--- src/rtl/pc_adder_if.sv ---
// PC adder bus: current PC and update enable in; next PC, carry and their
// registered copies out. The optional misalign flag exists only when
// PC_ADDER_ALIGN_CHECK_EN is defined.
interface pc_adder_if #(
  parameter int WIDTH = 32
);
  logic [WIDTH-1:0] old;
  logic             en;
  logic [WIDTH-1:0] newv;
  logic [WIDTH-1:0] newv_q;
  logic             valid_q;
  logic             wrap;
  logic             wrap_q;
`ifdef PC_ADDER_ALIGN_CHECK_EN
  logic             misalign;

  modport master (
    output old, en,
    input  newv, newv_q, valid_q, wrap, wrap_q, misalign
  );

  modport slave (
    input  old, en,
    output newv, newv_q, valid_q, wrap, wrap_q, misalign
  );
`else
  modport master (
    output old, en,
    input  newv, newv_q, valid_q, wrap, wrap_q
  );

  modport slave (
    input  old, en,
    output newv, newv_q, valid_q, wrap, wrap_q
  );
`endif
endinterface

--- src/rtl/pc_adder.sv ---
// PC incrementer: newv = old + STEP (mod 2^WIDTH) with carry-out in wrap,
// plus an enable-gated registered copy (newv_q, wrap_q, valid_q).
// Optional feature macro: PC_ADDER_ALIGN_CHECK_EN adds a combinational
// misalign flag (old not a multiple of STEP).
// Reset is synchronous and active-high; it clears only the registered side.
module pc_adder #(
  parameter int WIDTH = 32,
  parameter int STEP  = 4
) (
  input  logic        clk,
  input  logic        rst,
  pc_adder_if.slave   bus
);

  // STEP must be a power of two in [1, 2^WIDTH); anything else is a build error.
  if ((STEP < 1) || ((STEP & (STEP - 1)) != 0) ||
      ((WIDTH < 62) && (longint'(STEP) >= (longint'(1) << WIDTH)))) begin : g_bad_step
    $fatal(1, "pc_adder: STEP=%0d must be a power of two with 1 <= STEP < 2^WIDTH", STEP);
  end

  localparam logic [WIDTH:0] STEP_EXT = (WIDTH + 1)'(STEP);

  // One extra bit on the sum captures the carry-out.
  logic [WIDTH:0] sum;

  assign sum      = {1'b0, bus.old} + STEP_EXT;
  assign bus.newv = sum[WIDTH-1:0];
  assign bus.wrap = sum[WIDTH];

`ifdef PC_ADDER_ALIGN_CHECK_EN
  // Alignment means the low log2(STEP) bits are zero; STEP=1 is always aligned.
  if (STEP == 1) begin : g_align_trivial
    assign bus.misalign = 1'b0;
  end else begin : g_align_check
    localparam int ALIGN_BITS = $clog2(STEP);
    assign bus.misalign = |bus.old[ALIGN_BITS-1:0];
  end
`endif

  logic [WIDTH-1:0] newv_r;
  logic             wrap_r;
  logic             valid_r;

  // Capture next PC and carry on enabled edges; reset wins over enable.
  always_ff @(posedge clk) begin
    if (rst) begin
      newv_r  <= '0;
      wrap_r  <= 1'b0;
      valid_r <= 1'b0;
    end else if (bus.en) begin
      newv_r  <= sum[WIDTH-1:0];
      wrap_r  <= sum[WIDTH];
      valid_r <= 1'b1;
    end
  end

  assign bus.newv_q  = newv_r;
  assign bus.wrap_q  = wrap_r;
  assign bus.valid_q = valid_r;

endmodule

--- src/flat_wrapper.sv ---
// flat-port wrapper written by rule: the top's interface ports become plain ports
module pc_adder_flat 
#(
  parameter int WIDTH = 32,
  parameter int STEP  = 4
)
  (clk, rst, bus_old, bus_en, bus_newv, bus_newv_q, bus_valid_q, bus_wrap, bus_wrap_q);
  pc_adder_if #(.WIDTH(WIDTH)) bus_i ();
  input  logic clk;
  input  logic rst;
  input wire logic [$bits(bus_i.old)-1:0] bus_old;
  input wire logic [$bits(bus_i.en)-1:0] bus_en;
  output wire logic [$bits(bus_i.newv)-1:0] bus_newv;
  output wire logic [$bits(bus_i.newv_q)-1:0] bus_newv_q;
  output wire logic [$bits(bus_i.valid_q)-1:0] bus_valid_q;
  output wire logic [$bits(bus_i.wrap)-1:0] bus_wrap;
  output wire logic [$bits(bus_i.wrap_q)-1:0] bus_wrap_q;
  assign bus_i.old = bus_old;
  assign bus_i.en = bus_en;
  assign bus_newv = bus_i.newv;
  assign bus_newv_q = bus_i.newv_q;
  assign bus_valid_q = bus_i.valid_q;
  assign bus_wrap = bus_i.wrap;
  assign bus_wrap_q = bus_i.wrap_q;
  pc_adder #(.WIDTH(WIDTH), .STEP(STEP)) u_core (.clk(clk), .rst(rst), .bus(bus_i));
endmodule
--- config.mk ---
export PLATFORM = sky130hd
export DESIGN_NAME = pc_adder_flat
export DESIGN_NICKNAME = d
export VERILOG_FILES = /design/src/rtl/pc_adder_if.sv /design/src/rtl/pc_adder.sv /design/src/flat_wrapper.sv
export SDC_FILE = /design/constraint.sdc
export NUM_CORES = 1
export LEC_CHECK = 0
export BUFFER_PORTS_ARGS = -buffer_cell sky130_fd_sc_hd__buf_4
export CORE_UTILIZATION = 45
export CTS_CLUSTER_SIZE = 30
export DETAILED_ROUTE_END_ITERATION = 6
export HOLD_SLACK_MARGIN = 0.12
export PLACE_DENSITY = 0.8
export SLEW_MARGIN = 5
export SYNTH_ARGS = -nofsm -noshare
export SYNTH_HDL_FRONTEND = slang
export SYNTH_SLANG_ARGS = --single-unit
export TNS_END_PERCENT = 30
--- constraint.sdc ---
create_clock -name clk -period 2.7 [get_ports clk]
set_input_delay 0.54 -clock clk [delete_from_list [all_inputs] [get_ports clk]]
set_output_delay 0.54 -clock clk [all_outputs]
set_load 0.02 [all_outputs]
* After elaboration in Yosys (flattened, before gate mapping)
Cells that the tools add are included.
** Word-level totals
- Register bits after elaboration :: 34
- Latch bits :: 0
- RAM bits :: 0
- Bits in read-only memories :: 0
- Input bits :: 35
- Output and inout port bits :: 67
- Logic and storage cells :: 4
- Memories kept :: 0
** Operators by class
- Add/sub/neg operators :: 1
- $mul :: 0
- Divide/modulo/power cells :: 0
- $lt $le $gt $ge :: 0
- Equality and inequality tests :: 0
- Shifts and indexed selects :: 0
- Mux-type cells :: 0
- Bitwise logic cells :: 0
- Reduce and logical (&&, ||, !) cells :: 0
** Operator list (number)
- adder 32 x 3 -> 33 bit (second input constant) :: 1

* Longest topological paths before layout
Gate-level depths: netlist of run 1.
- Depth after elaboration :: 1
- Gate-level depth with buffers :: 6
- Mapped depth without buffers :: 5

* Worst setup path after synthesis of run 1
OpenSTA, ideal clock, no wires.
- Path kind :: in2out
- From :: input bus_old[5]
- To :: output bus_newv[21]
- Arrival time :: 1.960 ns
- Data required time :: 2.160 ns
- Slack :: 0.200 ns
- Stages on the path :: 5
- Buffers on the path :: 1
- Cells stage by stage :: nand4_2 or4_1 buf_2 or4_4 nand2_1
** Between the ends
- Cells in the longest elaborated chain, start to end :: 1
** RTL lines
- start: declaration :: line flat_wrapper.sv:11 : input wire logic [$bits(bus_i.old)-1:0] bus_old;
- adder 32 x 3 -> 33 bit :: line pc_adder.sv:26 : assign sum = {1'b0, bus.old} + STEP_EXT;
- end: declaration :: line flat_wrapper.sv:13 : output wire logic [$bits(bus_i.newv)-1:0] bus_newv;
Every way passes these cells.

* Final worst setup path of run 1
- From :: input bus_old[12]
- To :: output bus_newv[31]
Same word-level chain as after synthesis.

==> results of run 1 <==
## cell usage after synthesis (all sizes together), types with 4 or more instances
master,instances,share of area
or4,13,0.061
xor2,4,0.018
nor2,40,0.079
a311oi,17,0.078
nand2,25,0.049
nand3,11,0.029
or3,5,0.016
buf,5,0.015
o21ai,5,0.013
a211oi,4,0.016
nand4,8,0.030
dfxtp,34,0.36
mux2i,6,0.032
clkbuf,12,0.024
o31ai,11,0.043
o21a,5,0.020
and3,7,0.023
inv,10,0.020
xnor2,7,0.032
## where the power goes
| part | internal [uW] | switching [uW] | total (uW) |
|---|---|---|---|
| registers | 536 | 18.7 | 555 |
| clock network | 197 | 185 | 382 |
| logic | 170 | 209 | 379 |
## worst reg2reg max path, cell delays in order, from the launching register on
cell and delay (ns):
dfxtp_1 0.36, nor2_1 0.05, a311oi_1 0.25
## cell type report
class	count	area share
Inverter	10	0.01264
Multi-Input combinational cell	179	0.3871
Tap cell	50	0.02106
Clock buffer	6	0.02780
Sequential cell	34	0.2291
Timing Repair Buffer	118	0.3222
## registers in the layout, summed over array words and instances, names as in the netlist
signal              flops
u_core.bus.newv_q      32
u_core.bus.wrap_q       1
u_core.bus.valid_q      1
## worst paths after layout
path                            cells past startpoint                     to             startpoint
worst min-delay path                                2      u_core.bus.wrap_q      u_core.bus.wrap_q
worst max-delay path                                7           bus_newv[31]            bus_old[12]
worst min register to register                      2      u_core.bus.wrap_q      u_core.bus.wrap_q
worst max register to register                      2  u_core.bus.newv_q[26]  u_core.bus.newv_q[26]
## kinds of logic after synthesis
logic type	share of synthesized area
AOI/OAI and AO/OA	0.1730
xor gates and xnor gates	0.05066
and+or+nand+nor	0.3217
DFF	0.3579
buffers and inverters	0.05855
adders and majority gates	0.006578
muxes	0.03158
## layout by cell type, fill, tap and decap left out, types with 7 or more instances in the layout
master	count
dfxtp_1	34
nand2_2	7
inv_1	10
or4_4	7
nand3_1	10
buf_4	103
buf_6	11
nand2_1	18
a311oi_1	17
nor2_1	40
o31ai_1	11
xnor2_1	7
nand4_1	7
## per-stage QoR
step           setup slack, ns  setup TNS (ns)  instances
2_1_floorplan           0.1995               0        240
3_3_place_gp          -0.01997        -0.07315        389
3_5_place_dp          -0.02470         -0.1023        389
4_1_cts                0.02013               0        396
5_1_grt               -0.05197         -0.1800        397
6_report             -0.009361        -0.01323        397
## metal layers
metal	routed length [um]	track usage	vias to the layer above
met5	0	0	-
met4	119	0.1410	0
met3	356	0.06507	10
met2	2860	0.4388	65
met1	2637	0.3118	1033
li1	-	-	1095
## repair_timing
| item | in CTS | in global routing |
|---|---|---|
| resized for setup | 2 | 25 |
| endpoints found under the hold margin | 0 | 0 |
| endpoints found under the setup margin | 6 | 7 |
| pin swaps | 0 | 5 |
| hold buffers | 0 | 0 |
| cloned | 1 | 1 |
==> results.py, run 1 <==
metrics = {
    "setup_path": {
        "crit_fanout": 5,
        "crit_buf_inv": 3,
        "crit_chain": "buf_6, nand3_2, or4_4, buf_8, or4_4, nand2_2, buf_6",
        "max_stage_delay_ns": 0.58,
        "ff2ff_setup_slack_ns": 1.95,
        "worstSetupPathType": "in -> out",
        "arrival_ns": 2.17,
        "cp_top_family": "simple AND/OR/NAND/NOR gates",
        "endpoint_kind": "output port",
        "worstPathRequired_ns": 2.16,
        "crit_slowest_cell": "or4_4",
        "start_kind": "primary input",
    },
    "place": {
        "gp_congestion": 0.8912,
        "hpwlAfterDp_um": 4211,
        "numPortBuffers": 101,
        "post_dp_cell_area_sq_um": 2761,
    },
    "global_routing": {
        "overflow": 0,
        "antenna_found_initial": 0,
        "grt_pass1_vias": 2020,
        "grt_pass1_wl_um": 8970,
        "grt_usage": 0.2658,
        "grt_max_degree": 36,
    },
    "sta": {
        "report.final.setup_viol": 2,
        "fin_crit_sh": 1.003,
        "finalClockSkew_ns": 0,
        "layout_min_cycle_time_ns": 2.709,
        "fin_ws_ns": -0.009361,
        "hold_viol_final": 0,
        "fmax_mhz": 369.1,
        "fin_hold_ws_ns": 0.4667,
        "drv_slew": 0,
        "relSlewSlack": 0.7345,
        "rsz0062_at_grt": "true",
        "max_slew.worst_pin.slew_ns": 0.3949,
    },
    "min_path": {
        "hold_class": "reg -> reg",
    },
    "cts": {
        "clockBufferDepth": 2,
        "tritoncts": "done",
        "post_cts_buffers": 0,
        "insertion_delay_ns": 0.29,
        "ctsRootBufferMaster": "clkbuf_8",
        "path_clk_slew_ns": 0.06,
        "cts.sinks": 34,
        "cts_buffers": 5,
        "htreeDepth": 2,
    },
    "synth": {
        "syn-instance-count": 240,
        "avgSynthCellArea_sq_um": 7.924,
        "yosysUniqueCellTypes": 31,
        "ys_warn_count": 0,
        "synth_seq_area_share": 0.3579,
        "synth.net_count": 276,
        "ys_seq_elements": 34,
        "synthArstFlopShare": 0,
        "ys_dominant_reg_cell": "dfxtp_1",
        "synth_edf_count": 0,
        "synthesis.area_sq_um": 1902,
    },
    "layout": {
        "area_delta_synth_final_pct": 56.18,
        "n_fill_cell": 338,
        "fin_nets": 384,
        "antenna_cells": 0,
        "multi_input_area_sq_um": 1150,
        "final_cell_area_sq_um": 2970,
        "postLayoutCoreUtil": 0.7373,
        "regArea_sq_um": 680.7,
        "drive_gt1_frac": 0.4063,
    },
    "pwr": {
        "p_leak_uw": 0.001356,
        "vdd_drop_max_uv": 283.5,
        "powerDensity_nw_per_um2": 442.9,
        "total_power_uw": 1316,
    },
    "drt": {
        "viasPerCell": 5.549,
        "ant_nets": 0,
        "drtIter0Drc": 195,
        "drc": 0,
        "routed_wl_um": 5972,
        "dr.pass1.iters": 4,
        "routedWlPerCell_um": 15.04,
        "num_vias": 2203,
    },
    "floorplan": {
        "die_h_um": 67.01,
        "io_pins": 102,
        "die-area_sq_um": 4490,
        "initial_core_util": 0.4720,
        "fp.coreArea_sq_um": 4029,
        "dieWidth_um": 67.01,
        "rows": 23,
    },
    "flow_run": {
        "maxCapViolations": 0,
    },
    "outcome": {
        "violations": "negative setup slack",
        "outcome": "finished, violations left",
    },
}
Power figures use the tool's default switching activity.
==> run 2, diff against run 1 <==
- CTS_CLUSTER_SIZE: 30 -> 12
- PLACE_DENSITY: 0.8 -> unset
- PLACE_DENSITY_LB_ADDON: unset -> 0.3
==> run 2 against run 1 <==
  * The flow now finishes without violations
  * Clock skew stayed put
  * Sequential share of layout area fell by 0.34 points
  * Register-to-register slack got worse by 0.05 ns
  * Critical endpoint is now bus_newv[29]
  * Largest cell class unchanged
==> results.py, run 2 (synthesis results as in run 1) <==
metrics = {
    "drt": {
        "num_vias": 2184,
        "routedWlPerCell_um": 14.55,
        "routed_wl_um": 5834,
        "drtIter0Drc": 207,
        "viasPerCell": 5.446,
        "drc": 0,
        "dr.pass1.iters": 4,
        "ant_nets": 0,
    },
    "place": {
        "gp_congestion": 0.8152,
        "hpwlAfterDp_um": 3975,
        "dp.cells": 388,
        "post_dp_cell_area_sq_um": 2754,
        "numPortBuffers": 101,
    },
    "sta": {
        "fin_hold_ws_ns": 0.4676,
        "fmax_mhz": 374.2,
        "max_slew.worst_pin.slew_ns": 0.5885,
        "fin_crit_sh": 0.9898,
        "drv_slew": 0,
        "report.final.setup_viol": 0,
        "relSlewSlack": 0.6077,
        "rsz0062_at_grt": "true",
        "finalClockSkew_ns": 0,
        "hold_viol_final": 0,
        "setup_tns_ns": 0,
        "layout_min_cycle_time_ns": 2.673,
    },
    "floorplan": {
        "die_h_um": 67.01,
        "dieWidth_um": 67.01,
        "fp.coreArea_sq_um": 4029,
        "io_pins": 102,
        "initial_core_util": 0.4720,
        "rows": 23,
        "die-area_sq_um": 4490,
    },
    "cts": {
        "clockBufferDepth": 2,
        "ctsRootBufferMaster": "clkbuf_8",
        "htreeDepth": 2,
        "cts_buffers": 5,
        "tritoncts": "done",
        "insertion_delay_ns": 0.28,
        "postCtsHoldBufs": 0,
        "path_clk_slew_ns": 0.07,
        "cts.sinks": 34,
    },
    "global_routing": {
        "grt_pass1_vias": 1958,
        "grt_pass1_wl_um": 8687,
        "antenna_found_initial": 0,
        "grt_max_degree": 58,
        "overflow": 0,
        "grt_usage": 0.2561,
    },
    "layout": {
        "largest_reg_flops": 32,
        "area_delta_synth_final_pct": 58.55,
        "fin_cells": 401,
        "final_common_cell": "buf_4",
        "antenna_cells": 0,
        "fin_nets": 386,
        "layout_common_cells": "105 x buf_4, 40 x nor2_1, 34 x dfxtp_1",
        "final_cell_area_sq_um": 3015,
        "drive_gt1_frac": 0.4217,
    },
    "setup_path": {
        "worstSetupPathType": "in -> out",
        "start_kind": "primary input",
        "endpoint_kind": "output port",
        "worstPathRequired_ns": 2.16,
        "crit_fanout": 4,
        "arrival_ns": 2.13,
    },
    "min_path": {
        "hold_class": "in -> reg",
    },
    "flow_run": {
        "maxCapViolations": 0,
    },
    "pwr": {
        "p_leak_uw": 0.001374,
        "powerDensity_nw_per_um2": 439.7,
        "vdd_drop_max_uv": 355.1,
    },
    "outcome": {
        "outcome": "finished, final reports clean",
    },
}
==> run 2: timing repair <==
action | 4_1_cts | 5_1_grt
pin swaps | 0 | 6
gates cloned | 1 | 1
buffers inserted | 1 | 2
resized for setup | 2 | 29
endpoints found under the setup margin | 6 | 7
==> run 2: layer usage <==
metal,GRT usage,share of wire,up-vias
met5,0,0,-
met4,0.1064,0.017,0
met3,0.07192,0.072,10
met2,0.4438,0.49,73
met1,0.2892,0.42,999
li1,-,-,1102
==> run 2: cell type report <==
cell class / count / area [sq um]
clock buffer: 7 / 86.33
clock inverter: 1 / 5.005
fill: 321 / 1013
inverter: 10 / 37.54
multi-input combinational: 179 / 1171
sequential: 34 / 680.7
tap: 50 / 62.56
timing repair buffer: 120 / 972.2
==> run 2: stage by stage <==
| step | worst slack [ns] | utilization | total power (uW) |
|---|---|---|---|
| 5_1_grt | -0.01934 | 0.7484 | 1383 |
| 3_3_place_gp | -0.008614 | 0.6835 | 919.2 |
| 6_report | 0.02746 | 0.7484 | 1326 |
| 2_1_floorplan | 0.1995 | - | 745.7 |
| 4_1_cts | 0.007909 | 0.7112 | 1314 |
| 3_5_place_dp | -0.02414 | 0.6835 | 925.6 |
==> run 2: worst paths after layout <==
| check | from | to | slack, ns | depth (start not counted) |
|---|---|---|---|---|
| worst max-delay path | bus_old[12] | bus_newv[29] | 0.03 | 7 |
| worst min-delay path | bus_old[2] | u_core.bus.newv_q[2] | 0.47 | 2 |
| worst max register to register | u_core.bus.newv_q[27] | u_core.bus.newv_q[27] | 1.90 | 2 |
| worst min register to register | u_core.bus.wrap_q | u_core.bus.wrap_q | 0.47 | 2 |
==> run 2: report_power, final <==
| part | switching, uW | internal (uW) | total [uW] |
|---|---|---|---|
| combinational | 208 | 171 | 380 |
| sequential | 17.7 | 536 | 554 |
| clock | 187 | 206 | 393 |
| total | 413 | 913 | 1330 |
==> run 2: worst max-delay path, cell delays in order <==
cell and delay, ns:
buf_8 0.08, nand3_2 0.07, or4_4 0.55, clkbuf_16 0.18
or4_4 0.52, nand2_2 0.09, buf_6 0.11
==> run 3, diff against run 2 <==
--- a/config.mk
+++ b/config.mk
@@ -11,4 +11,5 @@
 export DETAILED_ROUTE_END_ITERATION = 6
 export HOLD_SLACK_MARGIN = 0.12
+export MAX_ROUTING_LAYER = met4
 export PLACE_DENSITY_LB_ADDON = 0.3
 export SLEW_MARGIN = 5
==> constraint.sdc (replaced) <==
create_clock -name clk -period 2.7 [get_ports clk]
set_input_delay 0.135 -clock clk [delete_from_list [all_inputs] [get_ports clk]]
set_output_delay 0.135 -clock clk [all_outputs]
set_load 0.02 [all_outputs]
==> run 3 against run 2 <==
  * Routed wire length down 9.1%
  * Design area shrank 7.1%
  * Hold slack worse by 0.30 ns
  * Non-clock buffer count fell by 15
  * Global-route usage fell by 0.21 points
  * Register-to-register slack improved by 0.06 ns
  * Largest cell class unchanged
  * Worst setup slack gained 0.21 ns
==> results.py, run 3 (synthesis results as in run 1) <==
metrics = {
    "global_routing": {
        "grt_max_degree": 58,
        "grt_pass1_vias": 1844,
        "grt_usage": 0.2540,
        "antenna_found_initial": 0,
        "grt_pass1_wl_um": 8411,
        "overflow": 0,
    },
    "sta": {
        "report.final.setup_viol": 0,
        "hold_viol_final": 0,
        "relSlewSlack": 0.6139,
        "layout_min_cycle_time_ns": 2.467,
        "max_slew.worst_pin.slew_ns": 0.5792,
        "finalClockSkew_ns": 0,
        "fin_ws_ns": 0.2330,
        "fin_hold_ws_ns": 0.1720,
        "rsz0062_at_grt": "false",
        "fmax_mhz": 405.4,
        "fin_crit_sh": 0.9137,
        "setup_tns_ns": 0,
        "drv_slew": 0,
    },
    "drt": {
        "routedWlPerCell_um": 13.75,
        "num_vias": 2140,
        "drtIter0Drc": 177,
        "viasPerCell": 5.544,
        "routed_wl_um": 5306,
        "ant_nets": 0,
        "drc": 0,
        "dr.pass1.iters": 4,
    },
    "place": {
        "hpwlAfterDp_um": 3719,
        "pre_cts_slack_ns": 0.5114,
        "numPortBuffers": 101,
        "dp.cells": 375,
        "gp_congestion": 0.7529,
    },
    "setup_path": {
        "reg2regPathDepth": 2,
        "cp_top_family": "buffers and inverters",
        "crit_top_cell": "buf_4",
        "crit_chain": "dlygate4sd3_1, buf_4, ha_1, and3_1, nand4_1, buf_4, or4_1, nand2_1, buf_4",
        "crit_fanout": 14,
        "crit_slowest_cell": "dlygate4sd3_1",
        "timing.rr.start": "u_core.bus.newv_q[21]",
        "start_kind": "primary input",
        "worstSetupPathType": "in -> out",
        "worstPathRequired_ns": 2.57,
        "arrival_ns": 2.33,
        "ff2ff_setup_slack_ns": 1.96,
        "crit_buf_inv": 4,
        "endpoint_kind": "output port",
        "timing.rr.end": "u_core.bus.newv_q[21]",
        "max_stage_delay_ns": 0.53,
    },
    "layout": {
        "drive_gt1_frac": 0.3452,
        "n_fill_cell": 348,
        "antenna_cells": 0,
        "area_delta_synth_final_pct": 47.24,
        "regArea_sq_um": 680.7,
        "final_common_cell": "buf_4",
        "fin_nets": 371,
        "fin_cells": 386,
        "largest_reg_flops": 32,
        "multi_input_area_sq_um": 1114,
        "layout_common_cells": "102 x buf_4, 40 x nor2_1, 34 x dfxtp_1",
    },
    "min_path": {
        "whs_path_depth": 3,
        "worstHoldStart": "bus_old[16]",
        "holdPathEnd": "u_core.bus.newv_q[16]",
        "hold_class": "in -> reg",
    },
    "floorplan": {
        "rows": 23,
        "die_h_um": 67.01,
        "io_pins": 102,
        "fp.coreArea_sq_um": 4029,
        "die-area_sq_um": 4490,
        "dieWidth_um": 67.01,
        "initial_core_util": 0.4720,
    },
    "cts": {
        "ctsRootBufferMaster": "clkbuf_8",
        "htreeDepth": 2,
        "cts_buffers": 5,
        "clockBufferDepth": 2,
        "post_cts_buffers": 0,
        "path_clk_slew_ns": 0.07,
        "cts.sinks": 34,
        "tritoncts": "done",
        "insertion_delay_ns": 0.29,
    },
    "flow_run": {
        "maxCapViolations": 0,
    },
    "pwr": {
        "vdd_drop_max_uv": 243.5,
        "p_leak_uw": 0.001275,
        "powerDensity_nw_per_um2": 494.2,
        "total_power_uw": 1384,
    },
    "outcome": {
        "outcome": "finished, final reports clean",
    },
}
[run 3: changes by cell type in the layout (fill, tap and decap cells not counted), moves of 3 or more]
cell           before  now
buf_4             105  102
buf_6              11    0
dlygate4sd3_1       0    3
nand2_1            19   25
nand2_2             6    0
o31ai_1             8   11
o31ai_2             3    0
[run 3: how the worst max path moves through the flow]
stage	startpoint	endpoint	slack (ns)	cells after the start
final	bus_old[2]	bus_newv[26]	0.23	9
after CTS	bus_old[2]	bus_newv[21]	0.06	7
after global routing	bus_old[2]	bus_newv[26]	0.17	9
after floorplan	bus_old[5]	u_core.bus.newv_q[21]	0.99	5
after global placement	bus_old[5]	bus_newv[23]	0.56	6
after detailed placement	bus_old[5]	u_core.bus.newv_q[31]	0.51	5
[run 3: worst min-delay path: cells and delay by family]
family | cells | cell delay (ns)
buf+inv | 1 | 0.13
compound gates | 1 | 0.08
simple gates | 1 | 0.07
[run 3: stage by stage]
stage | util | cell area (sq um)
CTS | 0.6941 | 2796
global placement | 0.6593 | 2656
floorplan | - | 1902
global route | 0.6950 | 2800
finish | 0.6950 | 2800
detailed placement | 0.6593 | 2656
[run 3: per-layer routing]
layer | vias up | global-route usage | part of all wire
li1 | 1070 | - | -
met1 | 990 | 0.3053 | 0.46
met2 | 71 | 0.3988 | 0.46
met3 | 9 | 0.06336 | 0.061
met4 | 0 | 0.1090 | 0.020
met5 | - | - | 0
[run 3: final cells by class]
cell class,instances,share of cell area
multi-input combinational,179,0.3977
tap,50,0.02234
timing repair buffer,105,0.2842
sequential,34,0.2431
clock inverter,2,0.01340
clock buffer,6,0.02592
inverter,10,0.01340
[run 3: where the power goes]
part | switching (uW) | leakage [uW] | internal, uW
combinational | 199 | 0.000941 | 155
clock | 201 | 0.0000514 | 276
sequential | 17.3 | 0.000282 | 536
total | 418 | 0.00127 | 966
[run 3: what timing repair did]
action,in CTS,in global routing
hold buffers,3,0
endpoints found under the setup margin,0,6
endpoints found under the hold margin,3,0
resized for setup,0,1
